--- src/rtl/freq_pkg.sv ---
// rtl/freq_pkg.sv - shared types, range encodings and gate/scale helpers for freq_gate_ctrl
package freq_pkg;

    typedef enum logic [2:0] {IDLE, CLEAR, GATE, SCALE, DONE} state_t;

    localparam logic [1:0] RANGE_1S    = 2'd0;
    localparam logic [1:0] RANGE_100MS = 2'd1;
    localparam logic [1:0] RANGE_10MS  = 2'd2;

    localparam int unsigned SCALE_1S    = 1;
    localparam int unsigned SCALE_100MS = 10;
    localparam int unsigned SCALE_10MS  = 100;

    // Reserved encoding 3 falls through to the 1 s gate.
    function automatic logic [31:0] gate_cycles(input int unsigned clk_hz, input logic [1:0] rng);
        case (rng)
            RANGE_100MS: return 32'(clk_hz / 10);
            RANGE_10MS:  return 32'(clk_hz / 100);
            default:     return 32'(clk_hz);
        endcase
    endfunction

    function automatic int unsigned scale_of(input logic [1:0] rng);
        case (rng)
            RANGE_100MS: return SCALE_100MS;
            RANGE_10MS:  return SCALE_10MS;
            default:     return SCALE_1S;
        endcase
    endfunction

endpackage

--- src/rtl/freq_gate_ctrl_in_sync_edge.sv ---
// rtl/freq_gate_ctrl_in_sync_edge.sv - 2-flop synchronizer with rising-edge pulse
module in_sync_edge (
    input  logic clk,
    input  logic rst_n,
    input  logic in,
    output logic rise
);

    logic s1, s2, s3;

    always_ff @(posedge clk or negedge rst_n) begin
        if (!rst_n) begin
            s1 <= 1'b0;
            s2 <= 1'b0;
            s3 <= 1'b0;
        end else begin
            s1 <= in;
            s2 <= s1;
            s3 <= s2;
        end
    end

    assign rise = s2 & ~s3;

endmodule

--- src/rtl/freq_gate_ctrl.sv ---
// rtl/freq_gate_ctrl.sv - gate-time sequencer: counts input edges in a window and scales to Hz
module freq_gate_ctrl
    import freq_pkg::*;
#(
    parameter int unsigned CLK_HZ = 50_000_000,
    parameter int unsigned CNT_W  = 32
) (
    input  logic             clk,
    input  logic             rst_n,
    input  logic             in,
    input  logic             start,
    input  logic             cont,
    input  logic [1:0]       range_sel,
    output logic             busy,
    output logic [CNT_W-1:0] freq,
    output logic             freq_valid,
    output logic             overflow
);

    localparam int unsigned WW = CNT_W + 7;
    localparam logic [WW-1:0] MAX_W = WW'({CNT_W{1'b1}});

    state_t           state_q, state_d;
    logic             rise;
    logic [1:0]       rng_q;
    logic [31:0]      gate_cnt;
    logic [CNT_W-1:0] count;
    logic             sat;
    logic [CNT_W-1:0] result;
    logic             res_ovf;
    logic [WW-1:0]    c_ext, x10, x100, scaled;
    logic             too_big;

    in_sync_edge u_sync (
        .clk   (clk),
        .rst_n (rst_n),
        .in    (in),
        .rise  (rise)
    );

    always_ff @(posedge clk or negedge rst_n) begin
        if (!rst_n) state_q <= IDLE;
        else        state_q <= state_d;
    end

    always_comb begin
        state_d = state_q;
        case (state_q)
            IDLE:    if (start || cont) state_d = CLEAR;
            CLEAR:   state_d = GATE;
            GATE:    if (gate_cnt == 32'd0) state_d = SCALE;
            SCALE:   state_d = DONE;
            DONE:    state_d = cont ? CLEAR : IDLE;
            default: state_d = IDLE;
        endcase
    end

    assign busy = (state_q != IDLE);

    // Shift-add scaling at CNT_W+7 bits so x100 never wraps before the saturation test.
    assign c_ext = WW'(count);
    assign x10   = (c_ext << 3) + (c_ext << 1);
    assign x100  = (c_ext << 6) + (c_ext << 5) + (c_ext << 2);

    always_comb begin
        scaled = c_ext;
        case (scale_of(rng_q))
            SCALE_100MS: scaled = x10;
            SCALE_10MS:  scaled = x100;
            default:     scaled = c_ext;
        endcase
    end

    assign too_big = sat || (scaled > MAX_W);

    always_ff @(posedge clk or negedge rst_n) begin
        if (!rst_n) begin
            rng_q      <= RANGE_1S;
            gate_cnt   <= '0;
            count      <= '0;
            sat        <= 1'b0;
            result     <= '0;
            res_ovf    <= 1'b0;
            freq       <= '0;
            freq_valid <= 1'b0;
            overflow   <= 1'b0;
        end else begin
            freq_valid <= 1'b0;
            case (state_q)
                CLEAR: begin
                    count    <= '0;
                    sat      <= 1'b0;
                    gate_cnt <= gate_cycles(CLK_HZ, range_sel) - 32'd1;
                    rng_q    <= (range_sel == 2'd3) ? RANGE_1S : range_sel;
                end
                GATE: begin
                    if (gate_cnt != 32'd0) gate_cnt <= gate_cnt - 32'd1;
                    if (rise) begin
                        if (count == {CNT_W{1'b1}}) sat <= 1'b1;
                        else                        count <= count + 1'b1;
                    end
                end
                SCALE: begin
                    result  <= too_big ? {CNT_W{1'b1}} : scaled[CNT_W-1:0];
                    res_ovf <= too_big;
                end
                DONE: begin
                    freq       <= result;
                    overflow   <= res_ovf;
                    freq_valid <= 1'b1;
                end
                default: ;
            endcase
        end
    end

endmodule
--- config.mk ---
export PLATFORM = sky130hd
export DESIGN_NAME = freq_gate_ctrl
export DESIGN_NICKNAME = d
export VERILOG_FILES = /design/src/rtl/freq_pkg.sv /design/src/rtl/freq_gate_ctrl_in_sync_edge.sv /design/src/rtl/freq_gate_ctrl.sv
export SDC_FILE = /design/constraint.sdc
export NUM_CORES = 1
export LEC_CHECK = 0
export ABC_CLOCK_PERIOD_IN_PS = 4350
export BUFFER_PORTS_ARGS = -buffer_cell sky130_fd_sc_hd__buf_2
export CORE_MARGIN = 2
export CORE_UTILIZATION = 28
export DETAILED_ROUTE_END_ITERATION = 12
export GPL_TIMING_DRIVEN = 0
export PLACE_DENSITY = 0.55
export RECOVER_POWER = 25
export SYNTH_ARGS = -nofsm -noshare
export SYNTH_HDL_FRONTEND = slang
export SYNTH_HIERARCHICAL = 1
export SYNTH_SLANG_ARGS = --single-unit
export TNS_END_PERCENT = 20
--- constraint.sdc ---
create_clock -name clk -period 4.35 [get_ports clk]
set_input_delay 0.6525 -clock clk [delete_from_list [all_inputs] [get_ports clk]]
set_output_delay 0.6525 -clock clk [all_outputs]
set_load 0.01 [all_outputs]
[After elaboration in Yosys (flattened, before gate mapping)]
Index checks and enable logic that the tools add are counted.
Word-level totals
  register bits after elaboration: 140
  logic and storage cells: 70
  output and inout port bits: 35
Cells by class
  mux-type cells: 19
  bitwise logic cells: 2
  eq/ne operators: 18
  reduce and logical (&&, ||, !) cells: 11
  add/subtract/negate cells: 6
  $lt $le $gt $ge: 1
Operators with widths (count)
  32-bit two-way mux: 5
  32-bit case mux with 2 select lines: 2
  39-bit case mux with 2 select lines: 1
  32-bit by 1-bit subtractor with 32-bit output (second input constant): 2
  26-bit case mux with 2 select lines: 1
  38-bit by 37-bit adder with 39-bit output: 1
  39-bit by 34-bit adder with 39-bit output: 1
  39-bit by 32-bit greater-than comparator with 1-bit output (second input constant): 1
  35-bit by 33-bit adder with 36-bit output: 1
  32-bit by 1-bit adder with 32-bit output (second input constant): 1
  32-bit == test (second input constant): 1
  32-bit by 4-bit == test with 1-bit output (second input constant): 1
  32-bit by 7-bit == test with 1-bit output (second input constant): 1
  32-bit logical NOT: 1
  32-bit nonzero test: 1
  3-bit case mux with 5 select lines: 1
  7-bit case mux with 2 select lines: 1
  2-bit != test (second input constant): 6
  2-bit == test (second input constant): 3
  3-bit by 2-bit == test with 1-bit output (second input constant): 2
  3-bit two-way mux: 2
  3-bit AND reduction: 2
  2-bit by 1-bit == test with 1-bit output (second input constant): 2
  1-bit two-way mux: 4
  other kinds (11): 13

[Logic depth before layout (Yosys ltp)]
Gate-level depths: netlist of run 1.
  depth after elaboration: 7
  depth in mapped cells: 16
  gate-level depth less buffers: 14

[Hierarchy]
The synthesis of run 1 kept the hierarchy.
By module, submodules not included
  freq_gate_ctrl: times used 1, area each 11134.4 um2, cells each 1257
  in_sync_edge: times used 1, area each 88.8 um2, cells each 4

[Worst setup path after synthesis of run 1]
OpenSTA, ideal clock, no wires.
  path type: register to register
  from: register count[0]
  to: register result[28]
  stages on the path, launching flop included: 17
  path slack: -0.045 ns
  library setup time: 0.126 ns
  path buffers: 2
  data required time: 4.224 ns
  clock period less this slack: 4.395 ns
  arrival time: 4.269 ns
  cell sequence: dfrtp_1 -> fa_1 -> ha_1 -> inv_1 -> fa_1 -> nand2b_1 -> a21o_1 -> nand2_1 -> a31oi_1 -> o41a_1 -> a221oi_2 -> o211ai_1 -> o311a_1 -> or4_1 -> buf_2 -> buf_6 -> o32a_1
Between the ends
  longest elaborated chain between the ends: 6
  elaborated cells on any way between the ends: 7
  those cells by class: add/sub (3); order compare (1); mux (2); reduce/logical (1)
RTL lines
  start, declared: line freq_gate_ctrl.sv:27  | logic [CNT_W-1:0] count;
  start signal, assigned: line freq_gate_ctrl.sv:100  | else count <= count + 1'b1;
  38-bit by 37-bit adder with 39-bit output: line freq_gate_ctrl.sv:63  | assign x100 = (c_ext << 6) + (c_ext << 5) + (c_ext << 2);
  39-bit by 34-bit adder with 39-bit output: line freq_gate_ctrl.sv:63
  39-bit case mux with 2 select lines *: line freq_gate_ctrl.sv:67  | case (scale_of(rng_q))
  39-bit by 32-bit greater-than comparator with 1-bit output: line freq_gate_ctrl.sv:74  | assign too_big = sat || (scaled > MAX_W);
  1-bit logical OR: line freq_gate_ctrl.sv:74
  32-bit two-way mux *: line freq_gate_ctrl.sv:104  | result <= too_big ? {CNT_W{1'b1}} : scaled[CNT_W-1:0];
  end signal, assigned: line freq_gate_ctrl.sv:104
  end, declared: line freq_gate_ctrl.sv:29  | logic [CNT_W-1:0] result;
Mark *: on every way between the ends. The rest lies on a longest branch, timed or not.
A chain may end at the register's enable or synchronous reset.

[Final worst setup path of run 1]
  from: register count[0]
  to: register result[17]
Same word-level chain as after synthesis.

==> impl_results.md, run 1 <==
- Fill count: ~4100
- Design Area, Final: 13550 µm²
- Crit path max-delay cell type: fa_1
- Worst Tran Pin Value: 3.227 ns
- Pwr Density: between 400 and 500 nW/µm²
- Startpoint Class: register
- CP peak stage delay: 0.59 ns
- Number of synthesized flops with an enable pin: 0
- # nets final: 1516
- LEAKAGE: 5.986 nW
- Setup violations, final: 30
- Final Hold Viols: 0
- Asr flop ratio synth: between 90% and 100%
- Yosys reg bits: 140
- Tmin final: around 4.4 ns
- Peak supply drop: roughly 0.26 mV
- Clk buf depth: 2
- Post-DP HPWL: about 26 mm
- DRC viols: 0
- Clock sinks: 140
- DIE HEIGHT: 204.2 µm
- DR vias: 10180
- First-pass GRT wire length: roughly 56 mm
- Area leader, netlist: dfrtp_1
- Setup ws final: -0.06696 ns
- RSZ-0062 raised after global routing: true
- Initial Util: 28.31%
- Seq/Total Area, Yosys: 31.22%
- Die Span X: 204.2 µm
- Drt total wl: 35.47 mm
- Pin count of the biggest net entering global routing: 74
- MaxCap Viol Count: 1
- Hold_ws: 0.3215 ns
- Post-route total power: 6.227 mW
- Dominant cells by area after synthesis: dfrtp_1, ha_1, fa_1
- Diode count: 0
- Setup Skew: 0.01705 ns
- GR Util All Layers: 17.25%
- Core area: 39640 µm²
- Clock latency on the worst-skew pair: 0.45 ns
- Antenna Nets Post-Route: 0
- Layout cells sized above 1: between 10% and 20%
- Clock transition at path regs: 0.06 ns
- IO Port Bufs: 41
- Initial DRC count: 644
- Via count of the first global-routing pass: between 9000 and 10000
- Final setup TNS: -1.078 ns
- Arr. time, crit path: approximately 4.7 ns
- Slew Viols, Final: 68
- Hold_buf cts: 0
- CTS root buf: clkbuf_16
- Hold Path Class: in2reg
- Drt pass-1 iters: 5
- Area added between synthesis and finish: 20.75%
- Final period util: 101.5%
- CTS tree: done
- Post-synthesis cell type count: 72
- Net count after synthesis: roughly 1400
- RePlAce Congestion: 0.9273
- Peak Freq: roughly 230 MHz
- Failing checks: capacitance limit, slew limit, setup timing
- Post-DR vias/cell: between 5 and 6
- Wire per inst: 18.53 µm
- Global route overflow: 0
- DIE AREA: 41700 µm²
- Synth Flop Type: dfrtp_1
- H-tree Lvls: 4
- Setup WS pre-CTS: -0.6929 ns
- Initial antenna violation count: 0
- CP Max Fanout: 5
- Syn. warnings: 6
- Syn Area/Cell: 8.900 µm²
- Area of the mapped netlist: between 10000 and 15000 µm²
- Cells after Synth: 1261
- Placed inst area: 12140 µm²
- CP required: ~4.7 ns
- Status: finished with violations
- Worst slew margin: -115.2%
- FP Rows: 73
- Total CTS buffers: 17
- Worst path cell trace: fa_1, ha_4, inv_2, fa_2, nand2b_4, a21o_1, nand2_2, a31oi_4, o41a_1, a221oi_2, o211ai_1, o311a_1, or4_4, buf_12, clkbuf_16, o22a_1
- IO Count: 42
- Element type at the critical path end: register
- Synth top area share: 31.22%
- Kind of critical path: reg2reg
## final timing paths
| kind | startpoint | to | slack, ns | cells after the start |
|---|---|---|---|---|
| worst min register to register | u_sync/s1 | u_sync/s2 | 0.38 | 0 |
| worst min-delay path | in | u_sync/s1 | 0.32 | 1 |
| worst max register to register | count[0] | result[17] | -0.07 | 16 |
| min in group asynchronous | rst_n | freq[1] | 1.44 | 1 |
| worst max-delay path | count[0] | result[17] | -0.07 | 16 |
| max in group asynchronous | rst_n | count[11] | 0.85 | 1 |
## critical path, delay by kind of cell, from the launching register on
kind,cells,cell delay (ns)
simple gates,3,0.77
buf+inv,3,0.36
fa+ha+maj,3,1.13
flops,1,0.43
compound gates,7,1.60
## Yosys cell counts, types with 4 or more instances
| master | number |
|---|---|
| o21a_1 | 15 |
| a21oi_1 | 116 |
| o22a_1 | 35 |
| xnor2_1 | 55 |
| dfrtp_1 | 140 |
| ha_1 | 101 |
| fa_1 | 30 |
| o31ai_1 | 7 |
| nor2b_1 | 13 |
| o21ai_0 | 83 |
| nor2_1 | 110 |
| and3_1 | 14 |
| o32a_1 | 4 |
| o221ai_1 | 4 |
| buf_2 | 8 |
| xor2_1 | 31 |
| o21bai_1 | 7 |
| inv_1 | 41 |
| a221oi_1 | 15 |
| nor4_1 | 7 |
| and2_1 | 8 |
| a22oi_1 | 11 |
| mux2_2 | 33 |
| nand2b_1 | 12 |
| nand3_1 | 24 |
| a31oi_1 | 10 |
| nor3_1 | 28 |
| o211ai_1 | 8 |
| nand4_1 | 24 |
| a22o_1 | 4 |
| a21o_1 | 22 |
| a211oi_1 | 7 |
| nand2_1 | 114 |
| or3_1 | 9 |
| and4_1 | 4 |
| clkbuf_1 | 55 |
## metrics by stage
step	cells	utilization, %
after floorplan	1261	-
after global placement	1827	30.53
after detailed placement	1828	30.61
after CTS	1902	33.54
after global routing	1914	34.19
final	1914	34.19
## power by group
group          internal (mW)  switching, mW  leakage, nW
clock                  0.877          0.571        0.281
combinational           1.06           1.63         4.01
sequential              1.78          0.311         1.69
total                   3.71           2.51         5.99
## flip-flops by register name, indices dropped and copies added, names as in the netlist
name	count
count	32
freq	32
freq_valid	1
gate_cnt	32
overflow	1
res_ovf	1
result	32
rng_q	2
sat	1
state_q	3
u_sync/s1	1
u_sync/s2	1
u_sync/s3	1
## cell families after synthesis
family                   synth area share (%)
adder cells (fa/ha/maj)                 16.61
multiplexers                            3.400
flip-flops                              31.22
XOR/XNOR                                6.711
AND/OR/NAND/NOR                         15.96
buffers and inverters                   3.701
AO/OA/AOI/OAI                           22.40
## layout make-up
type | count | area [µm²] | area share [%]
buffer | 59 | 270.3 | 1.994
timing repair buffer | 104 | 760.7 | 5.614
sequential | 140 | 3546 | 26.17
clock inverter | 8 | 92.59 | 0.6832
tap | 525 | 656.9 | 4.847
multi-input combinational | 1015 | 7597 | 56.06
inverter | 41 | 153.9 | 1.136
clock buffer | 22 | 474.2 | 3.499
## layout by cell type, fill, tap and decap left out, types with 42 or more instances in the layout
cell / Yosys / final
nand2_1: 114 / 111
o21ai_0: 83 / 80
ha_1: 101 / 83
a21oi_1: 116 / 104
buf_4: 0 / 57
xnor2_1: 55 / 55
nor2_1: 110 / 108
buf_2: 8 / 42
clkbuf_1: 55 / 53
dfrtp_1: 140 / 108
## per-layer routing
| layer | vias up | global-route usage [%] | part of all wire (%) |
|---|---|---|---|
| met2 | 288 | 27.83 | 46 |
| met3 | 59 | 2.742 | 4.9 |
| met1 | 5007 | 23.38 | 46 |
| li1 | 4826 | - | - |
| met5 | - | 0 | 0 |
| met4 | 0 | 6.004 | 2.6 |
## repair_timing
action                                  in CTS  in global routing
pin swaps                                   32                 42
gates resized for setup                     75                 34
setup buffers                               45                 16
cloned                                       0                  1
endpoints found under the setup margin      33                 33
(Power assumes the default switching activity.)
==> inputs of run 2 (changes only) <==
Settings changed: CTS_CLUSTER_SIZE from default to 8, REMOVE_ABC_BUFFERS from default to 1.
==> run 2 against run 1 <==
Compared with the run above:
- the flow still finishes with violations (capacitance limit, slew limit, setup timing)
- non-clock buffer count fell by 48
- power fell by 1.1%
- global-route usage fell by 1.2 points
- sequential share of layout area fell by 0.19 points
- worst hold slack improved by 0.0056 ns
- design area rose by 0.66%
- combinational power fell by 7%
- first-iteration DRC count rose by 3.4%
- wire length fell by 6.5%
- critical path type unchanged
- count of clock-buffer cells in the layout rose by 2
- die area did not move
==> impl_results.md, run 2 (synthesized netlist as in run 1, its figures left out) <==
- Status: finished with violations (unchanged)
- Failing checks: capacitance limit, slew limit, setup timing (unchanged)
- Hold_ws: 0.3271 ns (was 0.3215 ns)
- Startpoint Class: register (unchanged)
- Peak Freq: 226.5 MHz (was 226.4 MHz)
- FF-to-FF path depth: 14 (was 16)
- Global route overflow: 0 (unchanged)
- Drt pass-1 iters: 5 (unchanged)
- IO Count: 42 (unchanged)
- Drt total wl: 33.17 mm (was 35.47 mm)
- Initial DRC count: 666 (was 644)
- Met2 usage: 25.35% (was 27.83%)
- Via count of the first global-routing pass: 9500 (was 9945)
- GR Util All Layers: 16.10% (was 17.25%)
- Antenna Nets Post-Route: 0 (unchanged)
- Kind of critical path: reg2reg (unchanged)
- Initial antenna violation count: 0 (unchanged)
- H-tree Lvls: 4 (unchanged)
- Clock transition at path regs: 0.06 ns (about the same)
- Clk buf depth: 2 (unchanged)
- DIE AREA: 41700 µm² (unchanged)
- Initial Util: 28.31% (unchanged)
- Setup crit start: count[4] (was count[0])
- Capture point of the worst reg-to-reg path: result[23] (was result[17])
- RePlAce Congestion: 0.8884 (was 0.9273)
- Critical Path Sink: result[23] (was result[17])
- Arr. time, crit path: 4.74 ns (about the same)
- Clock sinks: 140 (unchanged)
- IO Port Bufs: 41 (unchanged)
- Worst slew margin: -68.38% (was -115.2%)
- Pin count of the biggest net entering global routing: 96 (was 74)
- Tmin final: 4.415 ns (was 4.417 ns)
- CTS root buf: clkbuf_16 (unchanged)
- Setup Skew: 0.01242 ns (was 0.01705 ns)
- Hold Path Class: in2reg (unchanged)
- M1 GR Usage: 22.48% (was 23.38%)
- Slew Viols, Final: 47 (was 68)
- Core area: 39640 µm² (unchanged)
- Hold Path Origin: in (unchanged)
- Global Route met3 Usage: 2.982% (was 2.742%)
- Most common cell after layout, fill and taps aside: nand2_1 (unchanged)
- # nets final: 1470 (was 1516)
- LEAKAGE: 5.961 nW (was 5.986 nW)
- Final setup TNS: -0.5071 ns (was -1.078 ns)
- Setup violations, final: 17 (was 30)
- Worst Tran Pin Value: 2.526 ns (was 3.227 ns)
- Reg2Reg Setup Slack: -0.06 ns (was -0.07 ns)
- Post-DP HPWL: 22.33 mm (was 25.79 mm)
- DRC viols: 0 (unchanged)
- Post-DR vias/cell: 5.293 (was 5.319)
- First-pass GRT wire length: 53.17 mm (was 56.08 mm)
- MaxCap Viol Count: 1 (unchanged)
- Die Span X: 204.2 µm (unchanged)
- Final Hold Viols: 0 (unchanged)
- CTS tree: done (unchanged)
- Peak supply drop: 0.3069 mV (was 0.2647 mV)
- Setup ws final: -0.06464 ns (was -0.06696 ns)
- Element type at the critical path end: register (unchanged)
- GRT Max-Usage Layer: met2 (unchanged)
- RSZ-0062 raised after global routing: true (unchanged)
- CP required: 4.67 ns (about the same)
- Clock latency on the worst-skew pair: 0.44 ns (was 0.45 ns)
- DIE HEIGHT: 204.2 µm (unchanged)
- Fill count: 4139 (was 4083)
- Most frequent cells in the layout: nand2_1, nor2_1, dfrtp_1 (unchanged)
- FP Rows: 73 (unchanged)
- Hold_buf cts: 0 (unchanged)
- Wire per inst: 17.74 µm (was 18.53 µm)
- Total CTS buffers: 17 (unchanged)
- Final period util: 101.5% (about the same)
- Pwr Density: 451.6 nW/µm² (was 459.5 nW/µm²)
- Area added between synthesis and finish: 21.54% (was 20.75%)
- CP Max Fanout: 7 (was 5)
- Diode count: 0 (unchanged)
- RR Startpoint: count[4] (was count[0])
- DR vias: 9898 (was 10180)
- Layout cells sized above 1: 21.26% (was 18.86%)
## run 2: cell types whose count changed in the layout (fill, tap and decap cells not counted), moves of 3 or more
cell | before | now
a21oi_4 | 1 | 5
o21ai_0 | 80 | 77
clkbuf_1 | 53 | 2
clkinv_2 | 5 | 1
clkbuf_8 | 3 | 6
ha_2 | 7 | 10
o21ai_1 | 4 | 7
ha_1 | 83 | 75
ha_4 | 11 | 16
## run 2: cell type report
cell class | count | area (µm²) | share of cell area [%]
Multi-Input combinational cell | 1017 | 7755 | 56.85
Sequential cell | 140 | 3543 | 25.98
Timing Repair Buffer | 115 | 892.1 | 6.540
Tap cell | 525 | 656.9 | 4.816
Clock buffer | 24 | 511.7 | 3.752
Inverter | 41 | 153.9 | 1.128
Clock inverter | 8 | 127.6 | 0.9356
## run 2: worst min path at each step
stage	end	depth (start not counted)
6_report	u_sync/s1	1
4_1_cts	freq[26]	1
2_1_floorplan	u_sync/s2	0
3_3_place_gp	u_sync/s2	0
3_5_place_dp	u_sync/s2	0
5_1_grt	u_sync/s1	1
## run 2: routing by layer
| metal | routed length, µm | share of wire, % | vias up |
|---|---|---|---|
| li1 | - | - | 4719 |
| met1 | 15940 | 48 | 4899 |
| met2 | 15150 | 46 | 235 |
| met3 | 1396 | 4.2 | 45 |
| met4 | 686 | 2.1 | 0 |
| met5 | 0 | 0 | - |
## run 2: metrics by stage
stage | setup slack (ns) | instance area, µm² | instances | util, % | total power [mW]
after floorplan | -0.2768 | 10960 | 1196 | - | 3.624
after global placement | -1.093 | 11820 | 1762 | 29.83 | 4.376
after detailed placement | -1.158 | 11950 | 1768 | 30.15 | 4.497
after CTS | 0.003234 | 13270 | 1843 | 33.46 | 6.200
after global routing | -0.1480 | 13640 | 1870 | 34.41 | 6.612
final | -0.06464 | 13640 | 1870 | 34.41 | 6.161
## run 2: worst max-delay path, cell delays in order (launching register included)
cell      delay (ns)
dfrtp_2         0.44
fa_1            0.59
ha_4            0.15
inv_1           0.04
fa_2            0.34
nand2b_4        0.16
a21o_1          0.19
nand2_2         0.09
a31oi_4         0.12
o41a_1          0.34
a221oi_2        0.23
o211ai_1        0.17
o311a_1         0.39
or4_4           0.66
o32a_1          0.39
## run 2: power by group
group / internal, mW / switching [mW]
Sequential: 1.78 / 0.303
Combinational: 1.04 / 1.47
Clock: 0.996 / 0.584
Total: 3.81 / 2.35
## run 2: timing repair
| action | 4_1_cts | 5_1_grt |
|---|---|---|
| cloned | 3 | 0 |
| pin swaps | 15 | 49 |
| gates resized for setup | 84 | 38 |
| setup endpoints to repair | 33 | 33 |
| setup buffers | 40 | 27 |
==> inputs of run 3 (changes only) <==
Settings changed: ABC_AREA from default to 1, CTS_CLUSTER_DIAMETER from default to 50.
==> run 3 against run 2 <==
Compared with the run above:
- the flow finishes with violations (capacitance limit, slew limit)
- area after synthesis increased by 16%
- maximum frequency increased by 10%
- power increased by 1.6%
- first-iteration DRC count increased by 46%
- die area increased by 16%
- largest power group unchanged
- highest routed layer unchanged
==> impl_results.md, run 3 <==
- Dominant cells by area after synthesis: dfrtp_1, nand2_1, ha_1 (was dfrtp_1, ha_1, fa_1)
- Switch Pwr: 2.843 mW (was 2.353 mW)
- Synth Flop Type: dfrtp_1 (unchanged)
- Share of power burned in registers: 32.0% (was 33.7%)
- Post-synthesis cell type count: 46 (was 72)
- Clk buf depth: 2 (unchanged)
- Setup violations, final: 0 (was 17)
- DR vias: 12548 (was 9898)
- IO Port Bufs: 41 (unchanged)
- Area added between synthesis and finish: 10.90% (was 21.54%)
- DIE HEIGHT: 219.7 µm (was 204.2 µm)
- Clock transition at path regs: 0.07 ns (was 0.06 ns)
- Design Area, Final: 14450 µm² (was 13640 µm²)
- Worst Tran Pin Value: 1.947 ns (was 2.526 ns)
- Wire per inst: 15.41 µm (was 17.74 µm)
- Post-DR vias/cell: 4.800 (was 5.293)
- Arr. time, crit path: 4.33 ns (was 4.74 ns)
- Total CTS buffers: 17 (unchanged)
- Setup WS pre-CTS: -0.3928 ns (was -1.158 ns)
- Hold Path Class: in2reg (unchanged)
- Area leader, netlist: dfrtp_1 (unchanged)
- Area of the mapped netlist: 13020 µm² (was 11220 µm²)
- Worst slew margin: -29.82% (was -68.38%)
- Via count of the first global-routing pass: 11893 (was 9500)
- CTS tree: done (unchanged)
- CP Max Fanout: 31 (was 7)
- CP required: 4.66 ns (was 4.67 ns)
- Layout cells sized above 1: 6.577% (was 21.26%)
- Placed inst area: 13860 µm² (was 11950 µm²)
- Seq/Total Area, Yosys: 26.90% (was 31.22%)
- Most frequent cells in the layout: nand2_1, inv_1, nor2_1 (was nand2_1, nor2_1, dfrtp_1)
- Pwr Density: 433.3 nW/µm² (was 451.6 nW/µm²)
- Drt pass-1 iters: 5 (unchanged)
- RSZ-0062 raised after global routing: false (was true)
- Setup Skew: 0.01692 ns (was 0.01242 ns)
- Pin count of the biggest net entering global routing: 76 (was 96)
- Synth top area share: 26.90% (was 31.22%)
- GR Util All Layers: 17.30% (was 16.10%)
- # nets final: 2132 (was 1470)
- Global route overflow: 0 (unchanged)
- Peak Freq: 249.1 MHz (was 226.5 MHz)
- First-pass GRT wire length: 65.31 mm (was 53.17 mm)
- Syn Area/Cell: 6.598 µm² (was 8.900 µm²)
- H-tree Lvls: 4 (unchanged)
- Setup Buffers After CTS: 0 (was 40)
- Status: finished with violations (unchanged)
- Internal power: 3.416 mW (was 3.808 mW)
- LEAKAGE: 7.589 nW (was 5.961 nW)
- Antenna Nets Post-Route: 0 (unchanged)
- Element type at the critical path end: register (unchanged)
- Initial DRC count: 975 (was 666)
- Yosys reg bits: 140 (unchanged)
- Peak supply drop: 0.2857 mV (was 0.3069 mV)
- Clock latency on the worst-skew pair: 0.46 ns (was 0.44 ns)
- Asr flop ratio synth: 100.0% (unchanged)
- Diode count: 0 (unchanged)
- Kind of critical path: reg2reg (unchanged)
- IO Count: 42 (unchanged)
- DIE AREA: 48260 µm² (was 41700 µm²)
- Drt total wl: 40.28 mm (was 33.17 mm)
- Syn. warnings: 6 (unchanged)
- Fin util: 31.23% (was 34.41%)
- Clock sinks: 140 (unchanged)
- Switching share of total power: 45.43% (was 38.19%)
- Final Hold Viols: 0 (unchanged)
- MaxCap Viol Count: 2 (was 1)
- Hold_buf cts: 0 (unchanged)
- Slew Viols, Final: 143 (was 47)
- Post-DP HPWL: 31.20 mm (was 22.33 mm)
- Tmin final: 4.014 ns (was 4.415 ns)
- Reg2Reg Setup Slack: 0.34 ns (was -0.06 ns)
- Top post-synthesis cells by count: nand2_1, inv_1, nor2_1 (was dfrtp_1, a21oi_1, nand2_1)
- DRC viols: 0 (unchanged)
- FP Rows: 79 (was 73)
- Setup ws final: 0.3358 ns (was -0.06464 ns)
- Startpoint Class: register (unchanged)
- Top-count cell post-synth: nand2_1 (was dfrtp_1)
- CTS root buf: clkbuf_16 (unchanged)
- Number of synthesized flops with an enable pin: 0 (unchanged)
- Failing checks: capacitance limit, slew limit (was capacitance limit, slew limit, setup timing)
- Cells after Synth: 1974 (was 1261)
- Clk pwr share: 23.8% (was 25.7%)
- Die Span X: 219.7 µm (was 204.2 µm)
- Initial antenna violation count: 0 (unchanged)
- Final period util: 92.28% (was 101.5%)
- Core area: 46260 µm² (was 39640 µm²)
- Most common cell after layout, fill and taps aside: nand2_1 (unchanged)
- Initial Util: 28.16% (was 28.31%)
- Power share of the combinational group: 44.2% (was 40.6%)
- RePlAce Congestion: 0.9577 (was 0.8884)
run 3: final cells by class:
class | instances | area, µm²
Tap cell | 607 | 759.5
Inverter | 277 | 1044
Timing Repair Buffer | 45 | 247.7
Clock buffer | 21 | 450.4
Sequential cell | 140 | 3503
Fill cell | 5157 | 31810
Multi-Input combinational cell | 1513 | 8305
Clock inverter | 11 | 135.1
run 3: final timing paths:
kind | from | cells past startpoint | to
setup reg to reg | count[0] | 20 | result[17]
min in group asynchronous | rst_n | 1 | freq[11]
setup / recovery | count[0] | 20 | result[17]
hold / removal | in | 1 | u_sync/s1
max in group asynchronous | rst_n | 2 | freq[28]
hold reg to reg | u_sync/s1 | 0 | u_sync/s2
run 3: metal layers:
layer  track usage (%)  share of wire, %  vias to the layer above
li1                  -                 -                     6356
met1             23.72                48                     5837
met2             27.85                45                      303
met3             3.133               5.0                       52
met4             4.743               2.1                        0
met5                 0                 0                        -
run 3: what timing repair did:
item / in CTS / in global routing
endpoints found under the setup margin: 31 / 42
resized for setup: 1 / 5
gates cloned: 0 / 0
run 3: power groups by stage:
stage	logic [mW]	registers, mW	clock network (mW)
floorplan	1.79	2.02	0
global placement	2.72	2.02	0
detailed placement	2.77	2.03	0
CTS	2.78	2.01	1.53
global route	3.17	2.06	1.59
finish	2.76	2.00	1.49
run 3: critical path, stage by stage, from the launching register on:
cell	delay [ns]
dfrtp_1	0.56
fa_1	0.61
ha_1	0.18
inv_1	0.06
fa_1	0.35
inv_1	0.15
nand2_1	0.09
o21ai_1	0.33
nand2_1	0.10
nand3_1	0.17
nand2_1	0.15
nand2_1	0.10
nand2_1	0.05
nand3_1	0.06
nand2_1	0.14
nor2_1	0.12
nand2_1	0.06
nand2_1	0.10
nand2_1	0.14
nand2_8	0.24
nand2_1	0.09
run 3: cell families after synthesis:
group | Yosys count | synth area share [%]
and+or+nand+nor | 1036 | 33.07
DFF | 140 | 26.90
AOI/OAI and AO/OA | 293 | 12.57
adders and majority gates | 131 | 14.31
buffers and inverters | 321 | 9.577
xor gates and xnor gates | 53 | 3.564
run 3: through the flow:
stage	power [mW]	hold WS (ns)	setup TNS [ns]	std cells
2_1_floorplan	3.813	0.3312	0	1930
3_3_place_gp	4.735	0.3467	-90.39	2578
3_5_place_dp	4.797	0.3464	-10.63	2582
4_1_cts	6.327	0.2438	0	2614
5_1_grt	6.820	0.2868	0	2614
6_report	6.259	0.3097	0	2614
